===== config.mk =====
export PLATFORM = sky130hd
export DESIGN_NAME = axi_multitimer
export DESIGN_NICKNAME = d
export VERILOG_FILES = /design/src/rtl/axi_multitimer.sv
export SDC_FILE = /design/constraint.sdc
export NUM_CORES = 1
export LEC_CHECK = 0
export CAP_MARGIN = 15
export CORE_MARGIN = 8
export CORE_UTILIZATION = 50
export DETAILED_ROUTE_END_ITERATION = 6
export PLACE_DENSITY = 0.73
export SLEW_MARGIN = 20
export SYNTH_ARGS = -nofsm -noshare
export SYNTH_HDL_FRONTEND = slang
export SYNTH_SLANG_ARGS = --single-unit

===== constraint.sdc =====
create_clock -name clk -period 14 [get_ports clk]
set_input_delay 4.2 -clock clk [delete_from_list [all_inputs] [get_ports clk]]
set_output_delay 4.2 -clock clk [all_outputs]
set_load 0.05 [all_outputs]

===== src/rtl/axi_multitimer.sv =====
//==============================================================================
// Module   : axi_multitimer
// Brief    : 64-bit mtime counter with prescaler/enable and NUM_CH compare
//            channels, each driving a registered level timer interrupt.
// Revision : 1.0 - initial release
//==============================================================================
`default_nettype none

module axi_multitimer #(
  parameter int NUM_CH  = 1,
  parameter int PRESC_W = 8,
  parameter int AW      = 8
) (
  input  logic              clk,
  input  logic              rst,
  input  logic              i_req,
  input  logic              i_we,
  input  logic [AW-1:0]     i_addr,
  input  logic [7:0]        i_be,
  input  logic [63:0]       i_wdata,
  output logic [63:0]       o_rdata,
  output logic [NUM_CH-1:0] o_timer_irq,
  output logic              o_tick
);

  localparam int unsigned c_W_MTIME    = 0;
  localparam int unsigned c_W_CTRL     = 1;
  localparam int unsigned c_W_STATUS   = 2;
  localparam int unsigned c_W_CMP_BASE = 4;

  logic [63:0]        mtime_q, mtime_d;
  logic [PRESC_W-1:0] pcnt_q, pcnt_d;
  logic [PRESC_W-1:0] presc_q, presc_d;
  logic               en_q, en_d;
  logic [63:0]        cmp_q [NUM_CH];
  logic [63:0]        cmp_d [NUM_CH];
  logic [NUM_CH-1:0]  irq_q, irq_d;
  logic [63:0]        rdata_q, rdata_d;
  logic               tick_q, tick_d;

  logic [63:0]        w_be_mask;
  logic               w_wr;
  logic               w_rd;
  logic [AW-4:0]      w_word;
  int unsigned        w_word_idx;
  logic               w_inc;
  logic               w_wr_mtime;
  logic               w_wr_ctrl;
  logic [63:0]        w_ctrl_rd;
  logic [63:0]        w_status_rd;
  logic               w_unused_addr;

  assign w_word        = i_addr[AW-1:3];
  assign w_word_idx    = 32'(w_word);
  assign w_unused_addr = ^i_addr[2:0];
  // A write with no byte enabled is a no-op, including for pcnt clearing.
  assign w_wr          = i_req & i_we & (|i_be);
  assign w_rd          = i_req & ~i_we;
  assign w_wr_mtime    = w_wr && (w_word_idx == c_W_MTIME);
  assign w_wr_ctrl     = w_wr && (w_word_idx == c_W_CTRL);
  assign w_inc         = en_q && (pcnt_q == presc_q);

  always_comb begin
    w_be_mask = '0;
    for (int b = 0; b < 8; b++) begin
      w_be_mask[8*b +: 8] = {8{i_be[b]}};
    end
  end

  always_comb begin
    w_ctrl_rd                  = '0;
    w_ctrl_rd[0]               = en_q;
    w_ctrl_rd[8 +: PRESC_W]    = presc_q;
    w_status_rd                = '0;
    w_status_rd[NUM_CH-1:0]    = irq_q;
  end

  always_comb begin
    mtime_d = mtime_q;
    pcnt_d  = pcnt_q;
    en_d    = en_q;
    presc_d = presc_q;
    tick_d  = 1'b0;
    cmp_d   = cmp_q;

    if (en_q) begin
      if (w_inc) begin
        mtime_d = mtime_q + 64'd1;
        pcnt_d  = '0;
        tick_d  = 1'b1;
      end else begin
        pcnt_d  = pcnt_q + 1'b1;
      end
    end

    // A software write to mtime overrides (and swallows) a coincident tick.
    if (w_wr_mtime) begin
      mtime_d = (mtime_q & ~w_be_mask) | (i_wdata & w_be_mask);
      tick_d  = 1'b0;
    end

    if (w_wr_ctrl) begin
      if (i_be[0]) begin
        en_d = i_wdata[0];
      end
      presc_d = (presc_q & ~w_be_mask[8 +: PRESC_W]) |
                (i_wdata[8 +: PRESC_W] & w_be_mask[8 +: PRESC_W]);
      if (i_be[0] | i_be[1]) begin
        pcnt_d = '0;
      end
    end

    for (int i = 0; i < NUM_CH; i++) begin
      if (w_wr && (w_word_idx == c_W_CMP_BASE + i)) begin
        cmp_d[i] = (cmp_q[i] & ~w_be_mask) | (i_wdata & w_be_mask);
      end
    end
  end

  always_comb begin
    for (int i = 0; i < NUM_CH; i++) begin
      irq_d[i] = (mtime_q >= cmp_q[i]);
    end
  end

  always_comb begin
    rdata_d = rdata_q;
    if (w_rd) begin
      rdata_d = '0;
      if (w_word_idx == c_W_MTIME) begin
        rdata_d = mtime_q;
      end else if (w_word_idx == c_W_CTRL) begin
        rdata_d = w_ctrl_rd;
      end else if (w_word_idx == c_W_STATUS) begin
        rdata_d = w_status_rd;
      end
      for (int i = 0; i < NUM_CH; i++) begin
        if (w_word_idx == c_W_CMP_BASE + i) begin
          rdata_d = cmp_q[i];
        end
      end
    end
  end

  always_ff @(posedge clk or posedge rst) begin
    if (rst) begin
      mtime_q <= '0;
      pcnt_q  <= '0;
      en_q    <= 1'b1;
      presc_q <= '0;
      irq_q   <= '0;
      rdata_q <= '0;
      tick_q  <= 1'b0;
      for (int i = 0; i < NUM_CH; i++) begin
        cmp_q[i] <= '1;
      end
    end else begin
      mtime_q <= mtime_d;
      pcnt_q  <= pcnt_d;
      en_q    <= en_d;
      presc_q <= presc_d;
      irq_q   <= irq_d;
      rdata_q <= rdata_d;
      tick_q  <= tick_d;
      for (int i = 0; i < NUM_CH; i++) begin
        cmp_q[i] <= cmp_d[i];
      end
    end
  end

  assign o_rdata     = rdata_q;
  assign o_timer_irq = irq_q;
  assign o_tick      = tick_q;

endmodule

`default_nettype wire


==> results.ini <==
[outcome]
run_status = completed

[sta]
rsz0062_at_grt = false
drv_slew = 0
hold_ws_ns = 0.520
setup_tns_ns = 0
tightest_slew_ns = 1.00
skew_ns = 0.0206
min_period_ns = 7.13
final-setup-viol-count = 0
hold_viol_final = 0
max_freq_mhz = 140
maxSlewHeadroom = 0.325
fin_crit_sh = 0.509

[die]
core_area_um2 = 23400
die_h_um = 170
chipWidth_um = 170
start_util = 0.508
die_area_um2 = 29000
rows = 56
io_pins = 150

[yosys]
synth_area_leaders = dfrtp_1, dfstp_2, ha_1, mux2_2, a21oi_1
synth_top_flop_cell = dfrtp_1
synth_nets = 1365
synth_common_cells = dfrtp_1, nor2_1, a21oi_1, nand2_1, inv_1
synth.avg_cell_area_um2 = 9.78
syn_inst = 1215
synth_top_area_frac = 0.307
yosys.area.top_type = dfrtp_1
ys_ff_latch = 211
synth.most_common_cell = dfrtp_1
ys_types = 67
yosysSeqAreaShare = 0.451
synth_area_um2 = 11900
async_flop_share = 1.00
synth_edf_count = 0
ys_warn_count = 0

[setup_path]
path_class = primary input to flip-flop
end_kind = flip-flop
slowest_delay_ns = 0.91
cp_top_family = simple AND/OR/NAND/NOR gates
rr_worst_depth = 6
crit_fanout = 9
path_cells = clkdlybuf4s50_1, nor4_2, a2111oi_4, nor4_1, buf_4, nand4_1, o311ai_0, nand3_1
cp_slowest_cell = nor4_1
cp.required_ns = 14.40
crit_buf_inv = 2
arrival_ns = 7.53
critPathLaunch = i_be[3]
regToRegSetupSlack_ns = 10.87
cp.depth = 8
crit_path_start_kind = primary input

[power_and_ir_drop]
p_comb_frac = 0.205
switching_share = 0.301
vdd_ir_drop_max_mv = 0.0779
pwr_density_cell_nw_per_um2 = 124
p_sw_mw = 0.542
seq_power_share = 0.421
leakagePower_nw = 5.71
p_clk_frac = 0.374
p_int_mw = 1.26
power.total_mw = 1.80

[global_route]
grt_usage = 0.225
grt_first_pass_wirelength_mm = 52.5
use_met1 = 0.297
met2_usage = 0.366
antenna_found_initial = 2
grt_pass1_vias = 9821
overflow = 0
grt_max_degree = 141
grt.busiest_layer = met2
met3_usage = 0.0408

[route]
wl_per_cell_um = 19.7
dr_total_vias = 10100
vias_per_cell = 6.01
first_pass_iters = 5
drtAntennaViolNets = 0
drc = 0
wl_mm = 32.9
first_iter_violations = 901

[layout]
ff_latch_area_um2 = 5360
layout.nets = 1486
drive_above_1_share = 0.154
multi_input_area_um2 = 6050
num-fill-cells = 1959
areaGrowthSynthToFinish_pct = 21.9

[cts]
postCtsSetupBuffers = 0
cts.clk_slew.worst_paths_ns = 0.06
cts_hold_buffers = 0
h-tree-depth = 1
cts.sinks = 211
post_cts_resized = 0
worst_skew_pair.late_latency_ns = 0.53
cts_tree = done
cts_buffer_depth = 3
numCtsBuffers = 24
clockRootBuffer = clkbuf_16

[placed_design]
place_hpwl_mm = 23.6
port_buffers = 146
gp_congestion = 0.886

[hold_path]
hold_path_depth = 2
hold_class = flip-flop to flip-flop

[run]
cap_violations = 0

-- layout by cell type, fill, tap and decap left out, types with 13 or more instances in the layout --
master	netlist	layout
a21o_1	17	17
nor4_1	14	13
o21ai_0	13	13
inv_1	74	73
a21oi_1	97	97
nand3_1	45	45
nand4_1	38	38
nand2_1	93	93
mux2_2	73	73
and3_1	15	15
a22oi_1	60	60
o311ai_0	14	14
clkbuf_16	0	25
clkdlybuf4s50_1	0	146
nor2_1	113	112
nor3_1	18	18
dfrtp_1	146	146
o211ai_1	26	26
ha_1	66	66
dfstp_2	65	65
-- cell families after synthesis --
kind of cell    after synthesis  synth area share
compound gates              294             0.168
xor+xnor                     16            0.0118
fa+ha+maj                    66            0.0695
buf+inv                     134            0.0440
flops                       211             0.451
mux                          83            0.0776
simple gates                411             0.177
-- how the worst min path moves through the flow --
stage	startpoint	endpoint	slack, ns
finish	o_rdata[13]	o_rdata[13]	0.52
global placement	o_rdata[42]	o_rdata[42]	0.51
CTS	o_rdata[40]	o_rdata[40]	0.53
floorplan	flip-flop	flip-flop	0.50
global route	o_rdata[40]	o_rdata[40]	0.54
detailed placement	o_rdata[13]	o_rdata[13]	0.52
-- worst min-delay path: cells and delay by family, from the launching register on --
family | cells | cell delay, ns
flops | 1 | 0.34
compound gates | 1 | 0.10
simple gates | 1 | 0.05
-- cell type report --
class	count	share of cell area
diodes	1	0.000173
clock buffers	37	0.0511
clock inverters	6	0.00752
inverters	75	0.0200
multi-input cells	870	0.417
flip-flops and latches	211	0.370
well taps	319	0.0276
repair buffers	154	0.106
-- power by group through the flow --
stage | sequential, mW | clock (mW) | combinational [mW]
after detailed placement | 0.767 | 0 | 0.370
after global routing | 0.769 | 0.706 | 0.403
after CTS | 0.758 | 0.688 | 0.371
after floorplan | 0.827 | 0 | 0.170
after global placement | 0.764 | 0 | 0.359
final | 0.759 | 0.674 | 0.369
-- per-layer routing --
layer / routed length, µm / vias up / part of all wire
li1: - / 4762 / -
met1: 14200 / 4898 / 0.43
met2: 15500 / 318 / 0.47
met3: 2140 / 73 / 0.065
met4: 1090 / 2 / 0.033
met5: 10 / - / 0.00030
-- through the flow --
step / std cells / area, µm² / util / setup slack, ns
3_3_place_gp: 1628 / 13600 / 0.582 / 6.43
5_1_grt: 1673 / 14500 / 0.619 / 6.74
6_report: 1673 / 14500 / 0.619 / 6.87
2_1_floorplan: 1215 / 11900 / - / 4.14
4_1_cts: 1671 / 14500 / 0.618 / 6.91
3_5_place_dp: 1628 / 13600 / 0.582 / 6.37
Power figures use the tool's default switching activity.
